--- src/rtl/serial_adder.sv ---
// Bit-serial add/subtract unit: one full-adder cell and a carry flop reused
// over WIDTH cycles, LSB first. Results are registered and flagged by a
// one-cycle done pulse.
module serial_adder #(
  parameter int unsigned WIDTH = 8
) (
  input  logic             clk,
  input  logic             rst,
  input  logic             start,
  input  logic             sub,
  input  logic [WIDTH-1:0] a,
  input  logic [WIDTH-1:0] b,
  output logic             busy,
  output logic             done,
  output logic [WIDTH-1:0] sum,
  output logic             carry,
  output logic             ovf
);

  localparam int unsigned CntW = (WIDTH > 1) ? $clog2(WIDTH) : 1;
  localparam logic [CntW-1:0] CntLast = CntW'(WIDTH - 1);

  typedef enum logic [1:0] {
    StIdle,
    StRun,
    StDone
  } state_e;

  state_e            state;
  logic [WIDTH-1:0]  a_sr;
  logic [WIDTH-1:0]  b_sr;
  logic [WIDTH-1:0]  s_sr;
  logic              c;
  logic [CntW-1:0]   cnt;

  logic              s_bit;
  logic              c_next;
  logic [WIDTH-1:0]  s_final;

  // Full-adder cell on the current LSBs; s_final is s_sr after this bit lands.
  always_comb begin
    s_bit   = a_sr[0] ^ b_sr[0] ^ c;
    c_next  = (a_sr[0] & b_sr[0]) | (a_sr[0] & c) | (b_sr[0] & c);
    s_final = {s_bit, s_sr[WIDTH-1:1]};
  end

  // Control FSM, datapath shift registers and registered result outputs.
  always_ff @(posedge clk or posedge rst) begin
    if (rst) begin
      state <= StIdle;
      a_sr  <= '0;
      b_sr  <= '0;
      s_sr  <= '0;
      c     <= 1'b0;
      cnt   <= '0;
      busy  <= 1'b0;
      done  <= 1'b0;
      sum   <= '0;
      carry <= 1'b0;
      ovf   <= 1'b0;
    end else begin
      done <= 1'b0;
      unique case (state)
        // The done cycle also accepts a new request, so back-to-back ops
        // issue every WIDTH+1 cycles.
        StIdle, StDone: begin
          if (start) begin
            a_sr  <= a;
            b_sr  <= sub ? ~b : b;
            c     <= sub;
            cnt   <= '0;
            state <= StRun;
            busy  <= 1'b1;
          end else begin
            state <= StIdle;
            busy  <= 1'b0;
          end
        end
        StRun: begin
          a_sr <= a_sr >> 1;
          b_sr <= b_sr >> 1;
          s_sr <= s_final;
          c    <= c_next;
          if (cnt == CntLast) begin
            // Carry into the MSB is the current c; overflow when it differs
            // from the carry out.
            state <= StDone;
            done  <= 1'b1;
            sum   <= s_final;
            carry <= c_next;
            ovf   <= c ^ c_next;
          end else begin
            cnt <= cnt + 1'b1;
          end
        end
        default: begin
          state <= StIdle;
          busy  <= 1'b0;
        end
      endcase
    end
  end

endmodule

--- config.mk ---
export PLATFORM = sky130hd
export DESIGN_NAME = serial_adder
export DESIGN_NICKNAME = d
export VERILOG_FILES = /design/src/rtl/serial_adder.sv
export SDC_FILE = /design/constraint.sdc
export NUM_CORES = 1
export LEC_CHECK = 0
export CAP_MARGIN = 20
export CORE_AREA = 2 2 80 82
export DETAILED_ROUTE_END_ITERATION = 10
export DIE_AREA = 0 0 82 84
export PLACE_DENSITY = 0.6
export SETUP_SLACK_MARGIN = 0.15
export SLEW_MARGIN = 25
export SYNTH_ARGS = -nofsm -noshare
export SYNTH_HDL_FRONTEND = slang
export SYNTH_SLANG_ARGS = --single-unit
--- constraint.sdc ---
create_clock -name clk -period 1.95 [get_ports clk]
set_clock_uncertainty 0.2 [all_clocks]
set_input_delay 0.195 -clock clk [delete_from_list [all_inputs] [get_ports clk]]
set_output_delay 0.195 -clock clk [all_outputs]
set_load 0.05 [all_outputs]
==> metrics.cfg <==
[run_status]
outcome = completed

[global_route]
grt-ovfl-total = 0
antenna_found_initial = 0
grt_pass1_vias = 1144
grt_usage_pct = 10.0
grt_pass1_wl_um = 5330
grt_max_degree = 42

[sta]
setup_viol = 0
rsz0062_at_grt = false
slew_violations = 0
hold_violations = 0
worstMarginPinSlew_ps = 514
layout_setup_ws_ps = 248
min_period_over_period_pct = 87.3
fmax_mhz = 587
setup_tns_ps = 0
slew_headroom_pct = 65.8
whs_ps = 128
min_period_ps = 1700

[cts]
hold_buffers = 0
clk_pin_slew_ps = 80
clock_latency_ps = 290
cts.sink_count = 41
cts_tree = done
cts_buffer_depth = 2
cts_max_level = 2
cts_buffers = 5
cts-root-buf = clkbuf_8

[synthesis]
yosys-top-cells-area = dfrtp_1 59%, mux2_2 10%, a22o_1 5.0%, a221o_1 4.0%, xnor2_1 4.0%
synth_seq_cells = 41
synth_cells = 132
synth_area_per_cell_um2 = 13.2
yosysTopAreaCell = dfrtp_1
yosys_warnings = 0
synth.area.mux_share_pct = 10.3
synth-xor-area-share_pct = 4.51
synth_area_um2 = 1750
yosys.area_share.simple_pct = 6.01
synth_top_area_share_pct = 58.7
syn_nets = 155
synth_compound_area_share_pct = 13.6
synth_edf_count = 0
synthArstFlopShare_pct = 100
synthAdderAreaFrac_pct = 2.58
synthFlopType = dfrtp_1
synth_top_family_by_area = compound AO/OA/AOI/OAI gates
ys_types = 24
yosysSeqAreaShare_pct = 58.7

[cells_and_area]
final_cell_area_um2 = 2280
final_cell_mix = 41 x dfrtp_1, 19 x clkdlybuf4s50_1, 16 x mux2_2
layout_commonest_cell = dfrtp_1
nets = 192
instances_no_fill = 247
final_util_pct = 37.4
antenna_cells = 0
syn2layout_area_growth_pct = 30.3
drive_above_1_share_pct = 22.4

[critical_path]
worstSetupPathType = flop to flop
cp.arrival_ps = 1680
crit_path_end_kind = flop
path_buf_inv = 0
slowest_delay_ps = 430
r2r_slack_ps = 250
crit_required_ps = 1930
critPathLaunchType = flop
cpLargestDelayFamily = simple AND/OR/NAND/NOR gates
path_max_fanout = 7
crit_chain = ha_1 > ha_2 > or3b_4 > nand3_1 > o21ai_1
crit_slowest_cell = or3b_4

[place]
place_ws_ps = 142
place_inst = 238
placed_cell_area_um2 = 2160
dp_hpwl_um = 2110
io_buffers = 31
place.gp.congestion = 0.680

[detailed_routing]
ant_nets = 0
firstDrtPassIters = 3
remaining_drc_errors = 0
drtIter0Drc = 47
wl_um = 3050
wl_per_cell_um = 12.3
num_vias = 1136
avgViaCountPerCell = 4.60

[power_and_ir_drop]
cellPowerDensity_nw_per_um2 = 1700
p_leak_nw = 1.08
fin_total_pwr_mw = 3.87
ir_worst_vdd_mv = 0.696

[floorplanning]
start_util_pct = 28.7
core_area_um2 = 6100
fp.dieW_um = 82
core.rowCount = 29
die_h_um = 84
io_pins = 32
die_area_um2 = 6890

[hold_path]
hold_path_class = input port to asynchronous set/reset pin

[run]
drv_cap = 0

cell type report:
type,instances,area (µm²)
clock buffer,5,68.8
clock inverter,3,46.3
fill,617,3820
inverter,5,18.8
multi-input combinational,77,654
sequential,41,1030
tap,77,96.3
timing repair buffer,39,367
cells in the mapped netlist, types with 2 or more instances:
cell type	number
nand3_1	3
dfrtp_1	41
mux2_2	16
nor2_1	7
a21o_1	8
a22o_1	10
inv_1	5
ha_1	2
nand2_1	4
clkbuf_1	2
buf_4	3
o21ai_0	4
buf_2	3
a221o_1	7
xnor2_1	8
report_power, final:
| part | total, mW | switching (mW) | internal (mW) |
|---|---|---|---|
| Sequential | 1.48 | 0.234 | 1.25 |
| Clock | 0.687 | 0.304 | 0.383 |
| Combinational | 1.70 | 0.918 | 0.784 |
| Total | 3.87 | 1.46 | 2.42 |
final timing paths:
check                             start  endpoint  cells after the start
worst min-delay path                rst    sum[0]                      3
worst max-delay path             cnt[0]    cnt[0]                      5
worst min register to register  a_sr[3]   a_sr[3]                      1
max in group asynchronous           rst     carry                      3
min in group clk                a_sr[3]   a_sr[3]                      1
worst max register to register   cnt[0]    cnt[0]                      5
sequential cells by signal, indices dropped and copies added, names as in the netlist, 2 cells and up:
signal,cells
sum,8
state,2
cnt,3
a_sr,8
b_sr,8
s_sr,7
layer usage:
layer	wire, µm	part of all wire (%)	track usage, %	vias to the layer above
met5	0	0	0	-
met4	12	0.39	3.18	0
met3	141	4.6	3.25	3
met2	1500	49	16.3	25
met1	1400	46	12.6	567
li1	-	-	-	541
kinds of logic after synthesis:
| kind of cell | Yosys count |
|---|---|
| flops | 41 |
| compound gates | 29 |
| simple gates | 20 |
| mux | 16 |
| buf+inv | 14 |
| xor+xnor | 9 |
| fa+ha+maj | 3 |
repair_timing:
| action | 4_1_cts | 5_1_grt |
|---|---|---|
| pin swaps | 0 | 1 |
| setup endpoints to repair | 11 | 6 |
| gates resized for setup | 11 | 5 |
| gates cloned | 0 | 0 |
| setup buffers | 0 | 1 |
worst reg2reg max path, stage by stage (launching register included):
cell and delay, ps:
dfrtp_1 400, ha_1 210, ha_2 170, or3b_4 430, nand3_1 100, o21ai_1 80
(Power assumes the default switching activity.)
